--- config.mk ---
export PLATFORM = sky130hd
export DESIGN_NAME = fpu_regport_arbiter
export DESIGN_NICKNAME = d
export VERILOG_FILES = /design/src/rtl/fpu_regport_arbiter_pkg.sv /design/src/rtl/fpu_regport_arbiter_rr.sv /design/src/rtl/fpu_regport_arbiter.sv
export SDC_FILE = /design/constraint.sdc
export NUM_CORES = 1
export LEC_CHECK = 0
export ABC_CLOCK_PERIOD_IN_PS = 2600
export BUFFER_PORTS_ARGS = -buffer_cell sky130_fd_sc_hd__buf_2
export CORE_MARGIN = 4
export CORE_UTILIZATION = 25
export CTS_CLUSTER_DIAMETER = 100
export DETAILED_ROUTE_END_ITERATION = 12
export GPL_TIMING_DRIVEN = 0
export MAX_ROUTING_LAYER = met4
export SYNTH_ARGS = -nofsm -noshare
export SYNTH_HDL_FRONTEND = slang
export SYNTH_SLANG_ARGS = --single-unit
--- constraint.sdc ---
create_clock -name clk -period 2.6 [get_ports clk]
set_input_delay 0.26 -clock clk [delete_from_list [all_inputs] [get_ports clk]]
set_output_delay 0.26 -clock clk [all_outputs]
set_load 0.1 [all_outputs]
--- src/rtl/fpu_regport_arbiter_pkg.sv ---
`default_nettype none
// ============================================================================
// Module   : fpu_regport_arbiter_pkg
// Brief    : Shared types and encodings for the FPU register-port arbiter.
// Revision : 1.0
// ============================================================================
package fpu_regport_arbiter_pkg;

    typedef enum logic [1:0] {
        ST_IDLE      = 2'd0,
        ST_ISSUE     = 2'd1,
        ST_WAIT_BUSY = 2'd2,
        ST_DONE      = 2'd3
    } state_e;

    typedef enum logic {
        REQ_IO = 1'b0,
        REQ_UC = 1'b1
    } req_e;

    typedef enum logic [1:0] {
        TGT_CTRL = 2'd0,
        TGT_STAT = 2'd1,
        TGT_CLR  = 2'd2,
        TGT_NONE = 2'd3
    } target_e;

    typedef struct packed {
        target_e tgt;
        logic    wr;
    } access_t;

    localparam logic [1:0] c_IO_CTRL = 2'd0;
    localparam logic [1:0] c_IO_STAT = 2'd1;
    localparam logic [1:0] c_IO_CLR  = 2'd2;
    localparam logic [1:0] c_IO_RSVD = 2'd3;

    localparam logic [1:0] c_UC_LDCW = 2'd0;
    localparam logic [1:0] c_UC_STCW = 2'd1;
    localparam logic [1:0] c_UC_STSW = 2'd2;
    localparam logic [1:0] c_UC_CLEX = 2'd3;

    localparam logic [15:0] c_RSVD_READ = 16'hFFFF;

    // Writes to the status word have nowhere to go, so they decode as no target.
    function automatic access_t decode_io(input logic [1:0] addr, input logic wr);
        access_t a;
        a.wr = wr;
        case (addr)
            c_IO_CTRL: a.tgt = TGT_CTRL;
            c_IO_STAT: a.tgt = wr ? TGT_NONE : TGT_STAT;
            c_IO_CLR:  a.tgt = TGT_CLR;
            default:   a.tgt = TGT_NONE;
        endcase
        return a;
    endfunction

    function automatic access_t decode_uc(input logic [1:0] op);
        access_t a;
        case (op)
            c_UC_LDCW: begin a.tgt = TGT_CTRL; a.wr = 1'b1; end
            c_UC_STCW: begin a.tgt = TGT_CTRL; a.wr = 1'b0; end
            c_UC_STSW: begin a.tgt = TGT_STAT; a.wr = 1'b0; end
            default:   begin a.tgt = TGT_CLR;  a.wr = 1'b1; end
        endcase
        return a;
    endfunction

endpackage
`default_nettype wire

--- src/rtl/fpu_regport_arbiter_rr.sv ---
`default_nettype none
// ============================================================================
// Module   : fpu_rr_arbiter2
// Brief    : Two-way round-robin grant between I/O bus and microcode port.
// Revision : 1.0
// ============================================================================
module fpu_rr_arbiter2
    import fpu_regport_arbiter_pkg::*;
(
    input  logic clk,
    input  logic reset,
    input  logic req_io_i,
    input  logic req_uc_i,
    input  logic update_i,
    output logic valid_o,
    output req_e grant_o
);

    req_e last_q;

    always_comb begin
        valid_o = req_io_i | req_uc_i;
        if (req_io_i && req_uc_i) begin
            grant_o = (last_q == REQ_IO) ? REQ_UC : REQ_IO;
        end else if (req_uc_i) begin
            grant_o = REQ_UC;
        end else begin
            grant_o = REQ_IO;
        end
    end

    // Resetting to IO hands the first tie to microcode.
    always_ff @(posedge clk or posedge reset) begin
        if (reset) begin
            last_q <= REQ_IO;
        end else if (update_i && valid_o) begin
            last_q <= grant_o;
        end
    end

endmodule
`default_nettype wire

--- src/rtl/fpu_regport_arbiter.sv ---
`default_nettype none
// ============================================================================
// Module   : fpu_regport_arbiter
// Brief    : Shares FPU control/status registers between I/O bus and microcode.
// Revision : 1.0
// ============================================================================
module fpu_regport_arbiter
    import fpu_regport_arbiter_pkg::*;
#(
    parameter int WAIT_ON_BUSY   = 1,
    parameter int TIMEOUT_CYCLES = 64
) (
    input  logic        clk,
    input  logic        reset,
    input  logic        io_cs,
    input  logic [1:0]  io_addr,
    input  logic        io_wr_en,
    input  logic [15:0] io_data_in,
    output logic [15:0] io_data_out,
    output logic        io_ack,
    input  logic        uc_req,
    input  logic [1:0]  uc_op,
    input  logic [15:0] uc_data_in,
    output logic [15:0] uc_data_out,
    output logic        uc_ack,
    output logic        ctrl_cs,
    output logic        ctrl_wr_en,
    output logic [15:0] ctrl_data,
    input  logic        ctrl_ack,
    input  logic [15:0] control_word,
    output logic        stat_cs,
    input  logic [15:0] stat_data,
    input  logic        stat_ack,
    input  logic        fpu_busy,
    output logic        clear_exceptions,
    output logic        timeout_error
);

    localparam logic [7:0] c_TIMEOUT_LAST = 8'(TIMEOUT_CYCLES - 1);

    state_e      state_q;
    req_e        grant_q;
    access_t     acc_q;
    logic [7:0]  busy_cnt_q;
    logic        io_ack_q, uc_ack_q, ctrl_cs_q, ctrl_wr_en_q, stat_cs_q;
    logic        clear_exc_q, timeout_q;
    logic [15:0] io_data_q, uc_data_q, ctrl_data_q;

    logic        w_arb_valid;
    req_e        w_arb_grant;
    access_t     w_new_acc;
    logic [15:0] w_new_wdata;
    req_e        w_done_grant;
    logic        w_to_done, w_to_wait, w_to_issue, w_rd_valid, w_timeout;
    logic [15:0] w_rdata;

    fpu_rr_arbiter2 u_rr (
        .clk      (clk),
        .reset    (reset),
        .req_io_i (io_cs),
        .req_uc_i (uc_req),
        .update_i (state_q == ST_IDLE),
        .valid_o  (w_arb_valid),
        .grant_o  (w_arb_grant)
    );

    always_comb begin
        w_new_acc   = (w_arb_grant == REQ_IO) ? decode_io(io_addr, io_wr_en) : decode_uc(uc_op);
        w_new_wdata = (w_arb_grant == REQ_IO) ? io_data_in : uc_data_in;
    end

    always_comb begin
        w_to_done    = 1'b0;
        w_to_wait    = 1'b0;
        w_to_issue   = 1'b0;
        w_rd_valid   = 1'b0;
        w_timeout    = 1'b0;
        w_rdata      = c_RSVD_READ;
        w_done_grant = (state_q == ST_IDLE) ? w_arb_grant : grant_q;
        case (state_q)
            ST_IDLE: w_to_done = w_arb_valid && (w_new_acc.tgt == TGT_CLR);
            ST_ISSUE: begin
                case (acc_q.tgt)
                    TGT_CTRL: begin
                        if (ctrl_ack) begin
                            w_to_done  = 1'b1;
                            w_rd_valid = !acc_q.wr;
                            w_rdata    = control_word;
                        end
                    end
                    TGT_STAT: begin
                        if ((WAIT_ON_BUSY != 0) && fpu_busy) begin
                            w_to_wait = 1'b1;
                        end else if (stat_ack) begin
                            w_to_done  = 1'b1;
                            w_rd_valid = 1'b1;
                            w_rdata    = stat_data;
                        end
                    end
                    default: begin
                        w_to_done  = 1'b1;
                        w_rd_valid = !acc_q.wr;
                    end
                endcase
            end
            ST_WAIT_BUSY: begin
                // Once idle, an already-present ack completes without an extra ISSUE cycle.
                if (!fpu_busy) begin
                    if (stat_ack) begin
                        w_to_done  = 1'b1;
                        w_rd_valid = 1'b1;
                        w_rdata    = stat_data;
                    end else begin
                        w_to_issue = 1'b1;
                    end
                end else if (busy_cnt_q == c_TIMEOUT_LAST) begin
                    w_to_done  = 1'b1;
                    w_rd_valid = 1'b1;
                    w_rdata    = stat_data;
                    w_timeout  = 1'b1;
                end
            end
            default: ;
        endcase
    end

    always_ff @(posedge clk or posedge reset) begin
        if (reset) begin
            state_q      <= ST_IDLE;
            grant_q      <= REQ_IO;
            acc_q        <= '{tgt: TGT_NONE, wr: 1'b0};
            busy_cnt_q   <= '0;
            io_ack_q     <= 1'b0;
            uc_ack_q     <= 1'b0;
            ctrl_cs_q    <= 1'b0;
            ctrl_wr_en_q <= 1'b0;
            stat_cs_q    <= 1'b0;
            clear_exc_q  <= 1'b0;
            timeout_q    <= 1'b0;
            io_data_q    <= '0;
            uc_data_q    <= '0;
            ctrl_data_q  <= '0;
        end else begin
            io_ack_q    <= 1'b0;
            uc_ack_q    <= 1'b0;
            clear_exc_q <= 1'b0;
            timeout_q   <= 1'b0;
            if ((state_q == ST_IDLE) && w_arb_valid) begin
                grant_q <= w_arb_grant;
                acc_q   <= w_new_acc;
            end
            if (w_to_done) begin
                state_q      <= ST_DONE;
                ctrl_cs_q    <= 1'b0;
                ctrl_wr_en_q <= 1'b0;
                ctrl_data_q  <= '0;
                stat_cs_q    <= 1'b0;
                clear_exc_q  <= (state_q == ST_IDLE);
                timeout_q    <= w_timeout;
                if (w_done_grant == REQ_IO) begin
                    io_ack_q <= 1'b1;
                    if (w_rd_valid) io_data_q <= w_rdata;
                end else begin
                    uc_ack_q <= 1'b1;
                    if (w_rd_valid) uc_data_q <= w_rdata;
                end
            end else begin
                case (state_q)
                    ST_IDLE: begin
                        if (w_arb_valid) begin
                            state_q      <= ST_ISSUE;
                            ctrl_cs_q    <= (w_new_acc.tgt == TGT_CTRL);
                            ctrl_wr_en_q <= (w_new_acc.tgt == TGT_CTRL) && w_new_acc.wr;
                            ctrl_data_q  <= w_new_wdata;
                            stat_cs_q    <= (w_new_acc.tgt == TGT_STAT);
                        end
                    end
                    ST_ISSUE: begin
                        if (w_to_wait) begin
                            state_q    <= ST_WAIT_BUSY;
                            busy_cnt_q <= '0;
                        end
                    end
                    ST_WAIT_BUSY: begin
                        if (w_to_issue) state_q <= ST_ISSUE;
                        else            busy_cnt_q <= busy_cnt_q + 8'd1;
                    end
                    default: state_q <= ST_IDLE;
                endcase
            end
        end
    end

    assign io_data_out      = io_data_q;
    assign io_ack           = io_ack_q;
    assign uc_data_out      = uc_data_q;
    assign uc_ack           = uc_ack_q;
    assign ctrl_cs          = ctrl_cs_q;
    assign ctrl_wr_en       = ctrl_wr_en_q;
    assign ctrl_data        = ctrl_data_q;
    assign stat_cs          = stat_cs_q;
    assign clear_exceptions = clear_exc_q;
    assign timeout_error    = timeout_q;

endmodule
`default_nettype wire

# Yosys cells after proc, flatten, opt, wreduce, memory -nomap -nowiden
# Cells that the tools add are included.
[word_totals]
memories = 0
reg_bits = 69
latch_bits = 0
input_bits = 76
output_inout_bits = 55
elab_cells = 112
romBits = 0
mem_bits_rw = 0
[classes]
reduce_logical = 18
n_shift = 0
addsub = 1
div = 0
n_eq_ne = 15
order_cmp = 0
n_mux = 60
n_bitwise = 3
mul = 0
[ops]
columns = ["operator", "count"]
rows = [
  ["two-way mux 16 bit", 9],
  ["one-hot mux 16 bit (2 select lines)", 2],
  ["two-way mux 1 bit", 33],
  ["two-way mux 8 bit", 2],
  ["one-hot mux 8 bit (2 select lines)", 1],
  ["one-hot mux 2 bit (3 select lines)", 2],
  ["equality test 2 x 1 -> 1 bit (second input constant)", 5],
  ["zero test 2 bit", 5],
  ["two-way mux 2 bit", 5],
  ["!= test 3 bit (second input constant)", 3],
  ["one-hot mux 3 bit (3 select lines)", 1],
  ["AND reduction 3 bit", 3],
  ["adder 8 x 1 -> 8 bit (second input constant)", 1],
  ["equality test 2 bit (second input constant)", 4],
  ["equality test 8 x 6 -> 1 bit (second input constant)", 1],
  ["one-hot mux 1 bit (2 select lines)", 3],
  ["nonzero test 2 bit", 3],
  ["logical AND 1 bit", 4],
  ["!= test 2 bit (second input constant)", 2],
  ["AND reduction 4 bit", 1],
  ["two-way mux 3 bit", 1],
  ["one-hot mux 1 bit (3 select lines)", 1],
  ["inverter 1 bit", 2],
  ["AND reduction 2 bit", 1],
  ["2 further kinds", 2],
]

# Longest topological paths before layout
# Gate-level depths: netlist (run 1).
[depth]
depth_word = 8
depth_mapped = 9
depth_no_buf = 7

# Cells and area by module
# From an unflattened synthesis (run 1), not the netlist that was laid out.
[hier_totals]
cells_unflattened = 345
hier_area_um2 = 3702.3
[modules_own_cells]
columns = ["module", "instances", "area_per_inst_um2", "cells_each", "seq_area_each_um2"]
rows = [
  ["fpu_regport_arbiter", 1, 3648.5, 339, 1729.2],
  ["fpu_rr_arbiter2", 1, 53.8, 6, 25.0],
]

# Worst setup path before layout (run 1)
# OpenSTA, ideal clock, no wires.
[synth_timing]
path_kind = "reg2reg"
start = "register state_q[0]"
end = "register busy_cnt_q[5]"
arrival_ns = 2.071
t_required_ns = 2.508
stages_incl_launch_ff = 9
path_buffers = 2
period_less_slack_ns = 2.163
setup_time_ns = 0.092
slack_ns = 0.437
path_cell_list = "dfrtp_1 -> inv_1 -> ha_1 -> clkbuf_2 -> a21boi_0 -> o311ai_4 -> or3_1 -> buf_2 -> o31ai_2"
[synth_via]
elab_chain_len = 4
word_cells_on_any_way = 12
classes_between = "eq/ne (4); mux (4); bitwise (1); reduce/logical (3)"
[synth_lines]
columns = ["item", "line_no", "source"]
rows = [
  ["start: declaration", "fpu_regport_arbiter.sv:41", "state_e state_q;"],
  ["start signal: assignment", "fpu_regport_arbiter.sv:129", "state_q <= ST_IDLE;"],
  ["start signal: assignment", "fpu_regport_arbiter.sv:153", "state_q <= ST_DONE;"],
  ["start signal: assignment", "fpu_regport_arbiter.sv:171", "state_q <= ST_ISSUE;"],
  ["equality test 2 bit (tied with other cells)", "fpu_regport_arbiter.sv:80, fpu_regport_arbiter.sv:168", ""],
  ["two-way mux 1 bit or one-hot mux 1 bit (3 select lines) (tied branches)", "fpu_regport_arbiter.sv:80", "case (state_q)"],
  ["!= test 2 bit (no line) or inverter 1 bit (tied branches)", "n/a", ""],
  ["AND reduction 4 bit (no line)", "n/a", ""],
  ["end signal: assignment", "fpu_regport_arbiter.sv:186", "else busy_cnt_q <= busy_cnt_q + 8'd1;"],
  ["end: declaration", "fpu_regport_arbiter.sv:44", "logic [7:0] busy_cnt_q;"],
]
# Several ways; a longest one is shown, not always the timed one.
# A chain may end at the register's enable or synchronous reset.

# Final worst setup path (run 1)
[layout_timing]
start = "register state_q[0]"
end = "register io_data_q[1], in the netlist io_data_out[1]"
[layout_via]
elab_chain_len = 4
word_cells_on_any_way = 9
classes_between = "eq/ne (2); mux (4); bitwise (1); reduce/logical (2)"
[layout_lines]
columns = ["item", "line_no", "source"]
rows = [
  ["branches (longest 4 deep; another with one-hot mux 1 bit (3 select lines))", "n/a", ""],
  ["end signal: assignment", "fpu_regport_arbiter.sv:162", "if (w_rd_valid) io_data_q <= w_rdata;"],
  ["end: declaration", "fpu_regport_arbiter.sv:47", "logic [15:0] io_data_q, uc_data_q, ctrl_data_q;"],
]
# Several ways; the timed one is not identified.

==> results of run 1 <==
==> through the flow <==
| step | util, % | setup TNS [ns] | cell area (um^2) | instances |
|---|---|---|---|---|
| global placement | 31.7 | -22.89 | 4640 | 658 |
| CTS | 33.8 | 0 | 4940 | 674 |
| floorplan | - | 0 | 3760 | 344 |
| detailed placement | 31.7 | 0 | 4640 | 658 |
| finish | 33.8 | 0 | 4950 | 674 |
| global route | 33.8 | 0 | 4950 | 674 |
==> flip-flops by register name (all words and copies together), names as in the netlist, 2 cells and up <==
register     count
busy_cnt_q       8
io_data_out     16
ctrl_data       16
uc_data_out     16
state_q          2
acc_q            3
==> layer usage <==
metal	global-route usage, %	up-vias	routed length [um]
met5	-	-	0
met4	5.14	0	158
met3	3.78	14	705
met2	20.7	112	5340
met1	16.4	1615	4720
li1	-	1561	-
==> worst register-to-register path: cells and delay by family, from the launching register on <==
kind	cells	cell delay (ns)
buffers and inverters	2	0.39
and+or+nand+nor	2	0.50
adders and majority gates	1	0.26
muxes	2	0.76
DFF	1	0.44
==> cell families after synthesis <==
logic type,after synthesis
AO/OA/AOI/OAI,90
adder cells (fa/ha/maj),8
buffers and inverters,34
flip-flops,69
multiplexers,52
AND/OR/NAND/NOR,91
==> synth_stat cells (all sizes together), types with 4 or more instances <==
cell type / count / share of area, %
ha: 8 / 2.7
nand3: 20 / 2.7
o21ai: 26 / 3.5
nand2b: 4 / 0.67
dfrtp: 67 / 45
o221ai: 15 / 3.5
mux2: 33 / 11
mux2i: 19 / 5.1
nand2: 15 / 1.6
inv: 9 / 0.90
a21oi: 8 / 1.1
and2: 4 / 0.67
nor2: 24 / 2.4
o31ai: 10 / 2.5
clkbuf: 15 / 1.5
buf: 10 / 2.0
a211oi: 16 / 3.2
nor2b: 5 / 0.83
==> cell usage in the layout (no fill, tap or decap), types with 8 or more instances in the layout <==
cell type / synthesis / layout
sky130_fd_sc_hd__inv_1: 9 / 8
sky130_fd_sc_hd__o221ai_1: 15 / 15
sky130_fd_sc_hd__mux2_2: 16 / 16
sky130_fd_sc_hd__clkbuf_1: 14 / 15
sky130_fd_sc_hd__mux2_4: 10 / 10
sky130_fd_sc_hd__nand3_1: 20 / 20
sky130_fd_sc_hd__dfrtp_1: 67 / 67
sky130_fd_sc_hd__nand2_1: 14 / 14
sky130_fd_sc_hd__o21ai_0: 24 / 24
sky130_fd_sc_hd__a21oi_1: 8 / 8
sky130_fd_sc_hd__mux2i_1: 19 / 19
sky130_fd_sc_hd__clkbuf_16: 0 / 9
sky130_fd_sc_hd__nor2_1: 24 / 24
sky130_fd_sc_hd__buf_2: 8 / 138
sky130_fd_sc_hd__a211oi_1: 16 / 16
==> final cells by class <==
type	count	area, um^2
fill	1513	9700
multi-input combinational	241	1860
sequential	69	1730
timing repair buffer	130	651
clock buffer	12	256
tap	184	230
buffer	25	133
clock inverter	4	47.5
inverter	9	36.3
==> path summary, 6_finish.rpt <==
check / end / slack (ns) / depth (start not counted)
worst min register to register: io_data_out[6]$_DFFE_PP0P_ / 0.49 / 1
worst max register to register: io_data_out[1]$_DFFE_PP0P_ / 0.13 / 7
worst max-delay path: io_data_out[1]$_DFFE_PP0P_ / 0.13 / 7
worst min-delay path: io_data_out[13]$_DFFE_PP0P_ / 0.10 / 2
min in group clk: grant_q$_DFFE_PP0P_ / 0.19 / 2
max in group asynchronous: io_data_out[0]$_DFFE_PP0P_ / 1.87 / 2
==> timing repair <==
action | 4_1_cts | 5_1_grt
gates resized for setup | 0 | 2
setup endpoints to repair | 0 | 12
hold buffers | 0 | 0
==> flow_summary.rst, run 1 <==
.. list-table::
   :header-rows: 1

   * - Metric
     - Value
   * - Clock tree from TritonCTS
     - yes
   * - Area share of and/or/nand/nor cells after synthesis
     - 12.7%
   * - Number of vias in the routed layout
     - 3302
   * - Post-route worst hold slack
     - 0.105 ns
   * - Largest delay share family, worst path
     - multiplexers
   * - Starting density of the core
     - 25.6%
   * - Critical Path Start
     - state_q[0]$_DFFE_PP0P_
   * - Width of the die
     - 131 um
   * - Count of cell types in the netlist
     - 51
   * - Req. time, crit path
     - 2.80 ns
   * - Actual transition at the worst max-transition pin
     - 0.913 ns
   * - Overflow after GRT
     - 0
   * - Wire length of the first global-routing pass
     - 17300 um
   * - Class of the worst hold path
     - in2async
   * - Via count of the first global-routing pass
     - 3468
   * - Post-CTS Setup Bufs
     - 0
   * - Cells traversed along the worst timing path
     - inv_1 -> ha_2 -> mux2_2 -> nor3b_1 -> nand2_2 -> buf_2 -> mux2_1
   * - Reg-to-Reg Start
     - state_q[0]$_DFFE_PP0P_
   * - Antenna-violating nets left
     - 0
   * - Unrepaired setup endpoints after global routing
     - no
   * - Final Hold Violating Endpoints
     - 0
   * - Final weighted congestion in routability-driven placement
     - 0.844
   * - Highest clock frequency the design can meet
     - 405 MHz
   * - Worst-path fanout max
     - 10
   * - Initial antenna violation count
     - 0
   * - Cell with the largest stage delay on the worst path
     - sky130_fd_sc_hd__dfrtp_1
   * - Post-placement setup slack
     - 0.0796 ns
   * - Count of final max-slew check failures
     - 0
   * - Final Critical Period
     - 2.47 ns
   * - Yosys warning total
     - 0
   * - Period utilization
     - 95.0%
   * - Tot GR Track Use
     - 13.3%
   * - PnR worst setup slack
     - 0.131 ns
   * - Post-detailed-placement half-perimeter wirelength
     - 8070 um
   * - Kind of critical path
     - reg2reg
   * - Flip-flop cell with the highest count after synthesis
     - sky130_fd_sc_hd__dfrtp_1
   * - Skew final
     - 0.00631 ns
   * - Number of synthesized flops with an enable pin
     - 0
   * - Number of buffers between clock root and the deepest sink
     - 2
   * - Dominant combinational cell family by area after synthesis
     - compound AO/OA/AOI/OAI gates
   * - Largest net degree at the start of global routing
     - 70
   * - Setup-failing EPs final
     - 0
   * - Antenna diode count
     - 0
   * - Synthesized-area fraction occupied by ao, oa, aoi and oai cells
     - 18.2%
   * - Adder-Cell Fraction of Synth Area
     - 2.66%
   * - Core Rows
     - 44
   * - Yosys reg bits
     - 69
   * - Max-slew headroom at the worst pin
     - 39.1%
   * - TritonCTS Sinks
     - 69
   * - Clock-pin slew of the registers on the worst-case setup and hold paths
     - 0.06 ns
   * - Core Box Area
     - 0.0146 mm^2
   * - Clock latency of the later-clocked register in the worst-skew pair
     - 0.33 ns
   * - Fin nets
     - 569
   * - Crit start category
     - register
   * - Mapped cell area
     - 0.00376 mm^2
   * - Multiplexer area fraction after synthesis
     - 16.0%
   * - Synthesis-to-finish area growth
     - 31.7%
   * - Clock buffer count from CTS
     - 9
   * - Die outline area
     - 0.0170 mm^2
   * - Routed wire per std cell
     - 16.2 um
   * - CP max stage delay
     - 0.44 ns
   * - Net count after synthesis
     - 428
   * - Arrival time of data at the critical path endpoint
     - 2.67 ns
   * - Die Y
     - 131 um
   * - Nature of the critical path endpoint
     - register
   * - Average via count per standard cell
     - 4.90
   * - Register area share after synthesis
     - 46.0%
   * - Number of levels in the clock H-tree
     - 3
   * - Outcome
     - finished, final reports clean
   * - Number of buffers and inverters on the critical path
     - 2
   * - Clk root buf
     - sky130_fd_sc_hd__clkbuf_16
   * - Post-synthesis area per instance
     - 10.9 um^2
   * - Number of instances in the synthesized netlist
     - 344
   * - Count of routing violations after the opening detailed-route iteration
     - 126
   * - Number of buffers added on ports
     - 130
   * - Number of DRC violations after detailed routing
     - 0
   * - Share of final-layout standard cells stronger than drive strength 1
     - 40.6%
   * - Post-Synth XOR/XNOR Area
     - 0%
   * - Number of placed I/O pins
     - 131
   * - Post-Route WL
     - 10900 um
   * - FFs w/ async S/R, synth
     - 100%
   * - Max-cap check violation count
     - 0
   * - Initial DRT Pass Iterations
     - 4
Power of run 1 is not shown: default switching activity piles up to over one toggle a cycle in this logic, so the estimate is an artifact.
==> inputs of run 2 (changes only) <==
--- a/config.mk
+++ b/config.mk
@@ -5,7 +5,7 @@
 export SDC_FILE = /design/constraint.sdc
 export NUM_CORES = 1
 export LEC_CHECK = 0
-export ABC_CLOCK_PERIOD_IN_PS = 2600
+export ABC_CLOCK_PERIOD_IN_PS = 3000
 export BUFFER_PORTS_ARGS = -buffer_cell sky130_fd_sc_hd__buf_2
 export CORE_MARGIN = 4
 export CORE_UTILIZATION = 25
==> constraint.sdc (replaced) <==
create_clock -name clk -period 3 [get_ports clk]
set_input_delay 0.3 -clock clk [delete_from_list [all_inputs] [get_ports clk]]
set_output_delay 0.3 -clock clk [all_outputs]
set_load 0.1 [all_outputs]
==> run 2 against run 1 <==
  * Critical path depth did not move
  * Wire length about the same
  * Fmax decreased by 2.6%
  * Clock-buffer cell count stayed put
  * Hold slack gained 0.037 ns
  * Clock skew is essentially flat
  * Core utilization is essentially flat
  * First-iteration DRC count rose by 4.0%
==> flow_summary.rst, run 2 (synthesis gave the netlist of run 1 again) <==
.. list-table::
   :header-rows: 1

   * - Metric
     - Value
   * - Top layer used by detailed routing
     - met4
   * - Core Rows
     - 44 (unchanged)
   * - Arrival time of data at the critical path endpoint
     - 2.74 ns (+0.07 ns)
   * - Fin nets
     - 569 (unchanged)
   * - Share of final-layout standard cells stronger than drive strength 1
     - 40.4% (-0.20 points)
   * - Count of final max-slew check failures
     - 0 (unchanged)
   * - Actual transition at the worst max-transition pin
     - 0.910 ns (-0.00344 ns)
   * - Final sum of negative setup slack
     - 0 ns (unchanged)
   * - Wire length of the first global-routing pass
     - 17300 um (unchanged)
   * - Amount of wire on met3 after detailed routing
     - 746 um (+5.8%)
   * - Skew final
     - 0.00641 ns (+0.000102 ns)
   * - Clk root buf
     - sky130_fd_sc_hd__clkbuf_16
   * - Worst-path fanout max
     - 10 (unchanged)
   * - Overflow after GRT
     - 0 (unchanged)
   * - Post-CTS Setup Bufs
     - 0 (unchanged)
   * - Die Y
     - 131 um (unchanged)
   * - Fillcell total
     - 1513 (unchanged)
   * - Setup-failing EPs final
     - 0 (unchanged)
   * - Unrepaired setup endpoints after global routing
     - no
   * - Highest clock frequency the design can meet
     - 395 MHz (-2.6%)
   * - Clock buffer count from CTS
     - 9 (unchanged)
   * - Period utilization
     - 84.5% (-10 points)
   * - Met2 wire len
     - 5360 um (+0.39%)
   * - Final Hold Violating Endpoints
     - 0 (unchanged)
   * - Width of the die
     - 131 um (unchanged)
   * - WL met1
     - 4650 um (-1.5%)
   * - Final weighted congestion in routability-driven placement
     - 0.844 (unchanged)
   * - Largest net degree at the start of global routing
     - 70 (unchanged)
   * - Nature of the critical path endpoint
     - register
   * - Max-slew headroom at the worst pin
     - 39.3% (+0.23 points)
   * - Core Box Area
     - 0.0146 mm^2 (unchanged)
   * - Crit start category
     - register
   * - Via count of the first global-routing pass
     - 3468 (unchanged)
   * - Outcome
     - finished, final reports clean
   * - Number of placed I/O pins
     - 131 (unchanged)
   * - Post-Route WL
     - 10900 um (about the same)
   * - Class of the worst hold path
     - in2async
   * - Post-detailed-placement half-perimeter wirelength
     - 8070 um (unchanged)
   * - Kind of critical path
     - reg2reg
   * - Quantity of gates resized following cts
     - 0 (unchanged)
   * - Req. time, crit path
     - 3.21 ns (+0.41 ns)
   * - Antenna-violating nets left
     - 0 (unchanged)
   * - Count of routing violations after the opening detailed-route iteration
     - 131 (+4.0%)
   * - Number of levels in the clock H-tree
     - 3 (unchanged)
   * - Count of hold buffers inserted by post-cts repair
     - 0 (unchanged)
   * - Number of buffers added on ports
     - 130 (unchanged)
   * - Die outline area
     - 0.0170 mm^2 (unchanged)
   * - Average via count per standard cell
     - 4.92 (+0.39%)
   * - Clock-pin slew of the registers on the worst-case setup and hold paths
     - 0.06 ns (about the same)
   * - Max-cap check violation count
     - 0 (unchanged)
   * - Initial antenna violation count
     - 0 (unchanged)
   * - Reg2Reg Setup Slack
     - 0.47 ns (+0.33 ns)
   * - Final Critical Period
     - 2.53 ns (+0.0651 ns)
   * - TritonCTS Sinks
     - 69 (unchanged)
   * - Commonest non-fill, non-tap cell in the layout
     - sky130_fd_sc_hd__buf_2
   * - Synthesis-to-finish area growth
     - 31.6% (about the same)
   * - Clock tree from TritonCTS
     - yes
   * - Number of buffers between clock root and the deepest sink
     - 2 (unchanged)
   * - Most frequent cells in the layout
     - sky130_fd_sc_hd__buf_2 (138), sky130_fd_sc_hd__dfrtp_1 (67), sky130_fd_sc_hd__nor2_1 (24), sky130_fd_sc_hd__o21ai_0 (24), sky130_fd_sc_hd__nand3_1 (20)
   * - Tot GR Track Use
     - 13.3% (unchanged)
   * - Number of vias in the routed layout
     - 3315 (+0.39%)
   * - Initial DRT Pass Iterations
     - 4 (unchanged)
   * - Clock latency of the later-clocked register in the worst-skew pair
     - 0.33 ns (about the same)
   * - Number of DRC violations after detailed routing
     - 0 (unchanged)
   * - Starting density of the core
     - 25.6% (unchanged)
   * - Antenna diode count
     - 0 (unchanged)
   * - Routed wire per std cell
     - 16.2 um (about the same)
## run 2: through the flow
step	utilization [%]	setup WS, ns	instance area (um^2)	cells	hold WS, ns
2_1_floorplan	-	0.837	3760	344	0.404
6_report	33.8	0.465	4940	674	0.142
3_5_place_dp	31.7	0.480	4640	658	0.480
3_3_place_gp	31.7	0.0122	4640	658	0.475
4_1_cts	33.8	0.445	4940	674	0.195
5_1_grt	33.8	0.335	4940	674	0.218
## run 2: worst paths after layout
| path | to | from | cells past startpoint |
|---|---|---|---|
| max | io_data_out[1]$_DFFE_PP0P_ | state_q[1]$_DFFE_PP0P_ | 7 |
| min | io_data_out[13]$_DFFE_PP0P_ | reset | 2 |
| max reg2reg | io_data_out[1]$_DFFE_PP0P_ | state_q[1]$_DFFE_PP0P_ | 7 |
| min reg2reg | io_data_out[6]$_DFFE_PP0P_ | io_data_out[6]$_DFFE_PP0P_ | 1 |
| max in group asynchronous | io_data_out[0]$_DFFE_PP0P_ | reset | 2 |
| min in group clk | grant_q$_DFFE_PP0P_ | io_cs | 2 |
## run 2: final cells by class
type	count	area (um^2)	share of cell area [%]
clock inverter	4	47.5	0.962
sequential	69	1730	35.0
inverter	9	36.3	0.734
timing repair buffer	130	651	13.2
buffer	25	133	2.68
tap	184	230	4.66
clock buffer	12	256	5.19
multi-input combinational	241	1860	37.6
## run 2: critical path, stage by stage, from the launching register on
cell and delay, ns:
sky130_fd_sc_hd__dfrtp_1 0.44, sky130_fd_sc_hd__inv_1 0.11, sky130_fd_sc_hd__ha_1 0.31, sky130_fd_sc_hd__mux2_2 0.43, sky130_fd_sc_hd__nor3b_1 0.28, sky130_fd_sc_hd__nand2_2 0.22, sky130_fd_sc_hd__buf_2 0.27, sky130_fd_sc_hd__mux2_1 0.35
## run 2: per-layer routing
| layer | track usage (%) | up-vias |
|---|---|---|
| met1 | 16.4 | 1611 |
| met3 | 3.78 | 16 |
| li1 | - | 1562 |
| met5 | - | - |
| met4 | 5.14 | 0 |
| met2 | 20.7 | 126 |
Power of run 2 is left out for the same reason.
